==> src/rtl/sram_128x36_rw_arbiter.sv <==
`default_nettype none
// ============================================================================
// Module   : sram_128x36_rw_arbiter
// Brief    : Zero-initialises a 1RW SRAM macro, then shares its port between
//            two requesters (round-robin) with per-requester response FIFOs.
// Revision : 1.0 - initial release
// ============================================================================
module sram_128x36_rw_arbiter #(
    parameter int ADDR_W     = 7,
    parameter int DATA_W     = 36,
    parameter int RESP_DEPTH = 2
) (
    input  logic              clock,
    input  logic              reset_n,
    output logic              init_done,
    input  logic              rq0_valid,
    output logic              rq0_ready,
    input  logic              rq0_write,
    input  logic [ADDR_W-1:0] rq0_addr,
    input  logic [DATA_W-1:0] rq0_wdata,
    input  logic              rq1_valid,
    output logic              rq1_ready,
    input  logic              rq1_write,
    input  logic [ADDR_W-1:0] rq1_addr,
    input  logic [DATA_W-1:0] rq1_wdata,
    output logic              rs0_valid,
    input  logic              rs0_ready,
    output logic [DATA_W-1:0] rs0_data,
    output logic              rs1_valid,
    input  logic              rs1_ready,
    output logic [DATA_W-1:0] rs1_data,
    output logic [ADDR_W-1:0] sram_addr,
    output logic              sram_en,
    output logic              sram_wmode,
    output logic [DATA_W-1:0] sram_wdata,
    input  logic [DATA_W-1:0] sram_rdata
);

    localparam int c_PTR_W = (RESP_DEPTH > 1) ? $clog2(RESP_DEPTH) : 1;
    localparam int c_CNT_W = $clog2(RESP_DEPTH + 1);
    localparam int c_OCC_W = c_CNT_W + 1;
    localparam logic [c_PTR_W-1:0] c_PTR_LAST  = c_PTR_W'(RESP_DEPTH - 1);
    localparam logic [ADDR_W-1:0]  c_ADDR_LAST = '1;

    localparam logic [1:0] c_ST_IDLE = 2'd0;
    localparam logic [1:0] c_ST_INIT = 2'd1;
    localparam logic [1:0] c_ST_RUN  = 2'd2;

    logic [1:0]        r_state;
    logic [1:0]        w_state_nxt;
    logic [ADDR_W-1:0] r_init_cnt;
    logic              r_rr_ptr;
    logic [1:0]        w_rq_valid;
    logic [1:0]        w_rq_write;
    logic [1:0]        w_rs_ready;
    logic [1:0]        w_rs_valid;
    logic [1:0]        w_has_room;
    logic [1:0]        w_elig;
    logic [1:0]        w_grant;
    logic [DATA_W-1:0] w_rs_data [2];

    assign w_rq_valid = {rq1_valid, rq0_valid};
    assign w_rq_write = {rq1_write, rq0_write};
    assign w_rs_ready = {rs1_ready, rs0_ready};

    always_ff @(posedge clock or negedge reset_n) begin
        if (!reset_n) begin
            r_state    <= c_ST_IDLE;
            r_init_cnt <= '0;
            r_rr_ptr   <= 1'b0;
        end else begin
            r_state <= w_state_nxt;
            if (r_state == c_ST_INIT) begin
                r_init_cnt <= r_init_cnt + ADDR_W'(1);
            end
            // Pointer moves to the requester that did not just win.
            if (|w_grant) begin
                r_rr_ptr <= w_grant[0];
            end
        end
    end

    always_comb begin
        w_state_nxt = r_state;
        case (r_state)
            c_ST_IDLE: w_state_nxt = c_ST_INIT;
            c_ST_INIT: if (r_init_cnt == c_ADDR_LAST) w_state_nxt = c_ST_RUN;
            c_ST_RUN:  w_state_nxt = c_ST_RUN;
            default:   w_state_nxt = c_ST_IDLE;
        endcase
    end

    // Reads only issue when a FIFO slot is guaranteed for the returning word.
    assign w_elig = (r_state == c_ST_RUN) ? (w_rq_valid & (w_rq_write | w_has_room)) : 2'b00;

    always_comb begin
        w_grant = w_elig;
        if (w_elig == 2'b11) begin
            w_grant = r_rr_ptr ? 2'b10 : 2'b01;
        end
    end

    always_comb begin
        sram_en    = 1'b0;
        sram_wmode = 1'b0;
        sram_addr  = '0;
        sram_wdata = '0;
        if (r_state == c_ST_INIT) begin
            sram_en    = 1'b1;
            sram_wmode = 1'b1;
            sram_addr  = r_init_cnt;
        end else if (w_grant[0]) begin
            sram_en    = 1'b1;
            sram_wmode = rq0_write;
            sram_addr  = rq0_addr;
            sram_wdata = rq0_wdata;
        end else if (w_grant[1]) begin
            sram_en    = 1'b1;
            sram_wmode = rq1_write;
            sram_addr  = rq1_addr;
            sram_wdata = rq1_wdata;
        end
    end

    for (genvar gi = 0; gi < 2; gi++) begin : g_req
        logic [DATA_W-1:0]  r_mem [RESP_DEPTH];
        logic [c_PTR_W-1:0] r_rd_ptr;
        logic [c_PTR_W-1:0] r_wr_ptr;
        logic [c_CNT_W-1:0] r_count;
        logic [DATA_W-1:0]  r_hold;
        logic               r_pend;
        logic               w_pop;
        logic [c_OCC_W-1:0] w_occ;

        assign w_rs_valid[gi] = (r_count != '0);
        assign w_pop          = w_rs_valid[gi] & w_rs_ready[gi];
        assign w_occ          = c_OCC_W'(r_count) - c_OCC_W'(w_pop) + c_OCC_W'(r_pend);
        assign w_has_room[gi] = (w_occ < c_OCC_W'(RESP_DEPTH));
        // Last delivered word is kept so the data output holds while empty.
        assign w_rs_data[gi]  = w_rs_valid[gi] ? r_mem[r_rd_ptr] : r_hold;

        always_ff @(posedge clock or negedge reset_n) begin
            if (!reset_n) begin
                for (int k = 0; k < RESP_DEPTH; k++) begin
                    r_mem[k] <= '0;
                end
                r_rd_ptr <= '0;
                r_wr_ptr <= '0;
                r_count  <= '0;
                r_hold   <= '0;
                r_pend   <= 1'b0;
            end else begin
                r_pend <= w_grant[gi] & ~w_rq_write[gi];
                if (r_pend) begin
                    r_mem[r_wr_ptr] <= sram_rdata;
                    r_wr_ptr        <= (r_wr_ptr == c_PTR_LAST) ? '0 : r_wr_ptr + c_PTR_W'(1);
                end
                if (w_pop) begin
                    r_hold   <= r_mem[r_rd_ptr];
                    r_rd_ptr <= (r_rd_ptr == c_PTR_LAST) ? '0 : r_rd_ptr + c_PTR_W'(1);
                end
                if (r_pend && !w_pop) begin
                    r_count <= r_count + c_CNT_W'(1);
                end else if (!r_pend && w_pop) begin
                    r_count <= r_count - c_CNT_W'(1);
                end
            end
        end
    end

    assign init_done = (r_state == c_ST_RUN);
    assign rq0_ready = w_grant[0];
    assign rq1_ready = w_grant[1];
    assign rs0_valid = w_rs_valid[0];
    assign rs1_valid = w_rs_valid[1];
    assign rs0_data  = w_rs_data[0];
    assign rs1_data  = w_rs_data[1];

endmodule
`default_nettype wire

==> config.mk <==
export PLATFORM = sky130hd
export DESIGN_NAME = sram_128x36_rw_arbiter
export DESIGN_NICKNAME = d
export VERILOG_FILES = /design/src/rtl/sram_128x36_rw_arbiter.sv
export SDC_FILE = /design/constraint.sdc
export NUM_CORES = 1
export LEC_CHECK = 0
export ABC_CLOCK_PERIOD_IN_PS = 4000
export CORE_UTILIZATION = 51
export DETAILED_ROUTE_END_ITERATION = 6
export MAX_ROUTING_LAYER = met4
export PLACE_DENSITY = 0.87
export SLEW_MARGIN = 20
export SYNTH_ARGS = -nofsm -noshare
export SYNTH_HDL_FRONTEND = slang
export SYNTH_SLANG_ARGS = --single-unit
==> constraint.sdc <==
create_clock -name clock -period 4 [get_ports clock]
set_input_delay 0.6 -clock clock [delete_from_list [all_inputs] [get_ports clock]]
set_output_delay 0.6 -clock clock [all_outputs]
set_load 0.05 [all_outputs]
==> flow_metrics.py <==
metrics = {
    "routing": {
        "routed_via_density": 6.089,
        "wl_met2_um": 18940,
        "postRouteAntennaNets": 0,
        "dr.pass1.iters": 5,
        "routed.top_layer": "met4",
        "via_count": 9724,
        "drc": 0,
        "wl_um": 39130,
        "drt_iter0_drc": 654,
        "wl_met1_um": 14450,
        "drt-wirelength-per-cell_um": 24.50,
        "dr_wl_met3_um": 3441,
    },
    "synth": {
        "synth_top_area_share_pct": 52.24,
        "synth_seq_cells": 236,
        "ys_seq_area_share_pct": 52.24,
        "yosys_warnings": 0,
        "synthCells": 1038,
        "yosysTopAreaCell": "dfrtp_1",
        "synth_area_per_cell_um2": 10.89,
        "synth_edf_count": 0,
        "synthArstFlopShare_pct": 100.0,
        "ys.flop_type": "dfrtp_1",
        "synth_nets": 1178,
        "synthTopCellsByArea": "dfrtp_1 (52%), mux2_2 (15%), mux2i_1 (6.5%)",
        "yosysUniqueCellTypes": 31,
        "synth.cell_area_um2": 11300,
    },
    "die": {
        "fp-row-count": 54,
        "initial_core_util_pct": 51.96,
        "die_w_um": 150.9,
        "design.core.area_um2": 21760,
        "dieArea_um2": 22760,
        "fp.dieH_um": 150.9,
        "io_pins": 252,
    },
    "timing": {
        "post-route-min-period_ns": 4.642,
        "final_max_slew_viol_count": 0,
        "fmax_mhz": 215.4,
        "tightest_slew_ns": 1.121,
        "hold_violations": 0,
        "setup_viol": 47,
        "fin_worst_skew_ns": 0.02201,
        "max_slew_margin_pct": 24.99,
        "grt_setup_unrepaired": "true",
        "fin_crit_sh_pct": 116.0,
        "fin_ws_ns": -0.6420,
        "setup_tns_ns": -8.632,
    },
    "cts": {
        "numCtsBuffers": 24,
        "root_buffer": "clkbuf_16",
        "clkLatencyLatePin_ns": 0.52,
        "clock_path_buffers": 3,
        "htreeDepth": 1,
        "postCtsHoldBufs": 0,
        "clkSlewWorstSetupHoldPaths_ns": 0.06,
        "clkSinkCount": 236,
        "tritoncts": "built",
    },
    "setup_path": {
        "cpMostUsedCell": "buf_6",
        "worstPathRequired_ns": 3.40,
        "cp_top_family": "compound AO/OA/AOI/OAI gates",
        "cp-start-kind": "register",
        "arrival_ns": 4.04,
        "crit_path_end_kind": "output pin",
        "slowest_delay_ns": 0.63,
        "criticalPathCategory": "register to output pin",
        "crit_buf_inv": 5,
        "cp_max_fo": 5,
        "cp_cell_sequence": "or2_4 -> nand2_4 -> inv_4 -> ha_4 -> nor2b_4 -> fa_2 -> xnor2_2 -> o31a_1 -> buf_6 -> buf_6 -> clkbuf_16 -> o211ai_1 -> a21oi_4 -> buf_12",
        "cp_slowest_cell": "o211ai_1",
    },
    "placed_design": {
        "dp.cells": 1510,
        "io_buffers": 251,
        "dp_slack_ns": 0.08068,
        "placed_area_um2": 15030,
        "place_congestion": 0.8285,
        "dp_hpwl_um": 19980,
    },
    "pwr": {
        "ir_worst_vdd_v": 0.0008344,
        "leakagePower_nw": 7.073,
        "power_density_nw_per_um2": 649.1,
        "power.total_mw": 10.88,
    },
    "global_routing": {
        "grt_pass1_wl_um": 50210,
        "grt_pass1_vias": 9425,
        "grt_overflow": 0,
        "antenna_found_initial": 3,
        "grt_start_max_net_pins": 104,
        "grtUsageTotal_pct": 29.45,
    },
    "cells_and_area": {
        "nets": 1436,
        "fill_cells": 1234,
        "multi_input_area_um2": 5842,
        "layout_common_cells": "dfrtp_1 (234), clkdlybuf4s50_1 (202), mux2_2 (147), nand2_1 (77), nor2_1 (76)",
        "area_delta_synth_final_pct": 48.25,
        "final_common_cell": "dfrtp_1",
        "design_area_um2": 16760,
        "drive_gt1_share_pct": 29.83,
        "fin_cells": 1597,
        "area.sequential_um2": 5908,
    },
    "outcome": {
        "violations": "negative setup slack",
        "status": "finished, violations left",
    },
    "worst_hold_path": {
        "hold_path_class": "primary input to async pin",
    },
    "job": {
        "maxCapViolCount": 0,
    },
}
layout make-up:
class	instances	area share, %
flip-flops and latches	236	35.25
multi-input cells	711	34.86
repair buffers	313	22.90
clock buffers	35	4.129
well taps	280	2.090
clock inverters	9	0.4853
inverters	10	0.2389
diodes	3	0.04480
power breakdown:
part | total (mW) | switching, mW | internal (mW)
clock network | 2.18 | 0.911 | 1.27
logic | 5.53 | 3.63 | 1.90
registers | 3.17 | 0.354 | 2.82
total | 10.9 | 4.89 | 5.99
metal layers:
layer	track usage, %	vias to the layer above
li1	-	4199
met1	33.89	4841
met2	49.86	521
met3	5.151	163
met4	14.20	0
met5	-	-
through the flow:
stage                     hold slack, ns  util [%]
after global placement            0.4624     69.09
after global routing              0.1731     77.03
after CTS                         0.1423     74.79
after floorplan                   0.3044         -
final                             0.1161     77.03
after detailed placement          0.4706     69.09
sequential cells by signal (all words and copies together), names as in the netlist:
| name | cells |
|---|---|
| r_state | 2 |
| g_req.r_mem | 144 |
| g_req.r_count | 4 |
| g_req.r_pend | 2 |
| r_rr_ptr | 1 |
| r_init_cnt | 7 |
| g_req.r_wr_ptr | 2 |
| g_req.r_rd_ptr | 2 |
| g_req.r_hold | 72 |
repair_timing:
action / 4_1_cts / 5_1_grt
setup buffers: 13 / 14
setup endpoints to repair: 45 / 46
gates cloned: 6 / 7
resized for setup: 35 / 54
pin swaps: 20 / 34
path summary, 6_finish.rpt:
path | start | end | slack (ns) | cells after the start
worst max register to register | g_req[0].r_count[0] | g_req[0].r_pend | 0.77 | 16
worst min register to register | g_req[0].r_hold[20] | g_req[0].r_hold[20] | 0.48 | 2
max in group asynchronous | reset_n | g_req[0].r_hold[28] | 2.70 | 2
worst min-delay path | reset_n | g_req[0].r_hold[9] | 0.12 | 1
worst max-delay path | g_req[0].r_count[0] | sram_wdata[7] | -0.64 | 14
min in group clock | g_req[0].r_hold[20] | g_req[0].r_hold[20] | 0.48 | 2
logic make-up after synthesis:
group | after synthesis | share of synthesized area (%)
simple gates | 217 | 8.091
flops | 236 | 52.24
compound gates | 246 | 12.36
xor+xnor | 18 | 1.395
mux | 220 | 21.11
buf+inv | 91 | 3.564
fa+ha+maj | 10 | 1.240
cells in the mapped netlist, types with 2 or more instances:
library cell    n
buf_6           4
or2_2           2
dfrtp_1       236
buf_4           2
nand4_1         3
ha_1            8
xor2_1          6
a21oi_1       117
o31a_1          2
nand3_1        39
xnor2_1        12
fa_1            2
or3_1           2
mux2i_1        73
buf_2          19
mux2_2        147
clkbuf_1       56
o21ai_0        72
nor2b_1        10
a31oi_1         7
inv_1          10
o31ai_4         2
nor2_2          2
nor2_1         76
nand2_1        81
o211ai_1       43
Note: power is estimated with default switching activity, not from simulation.
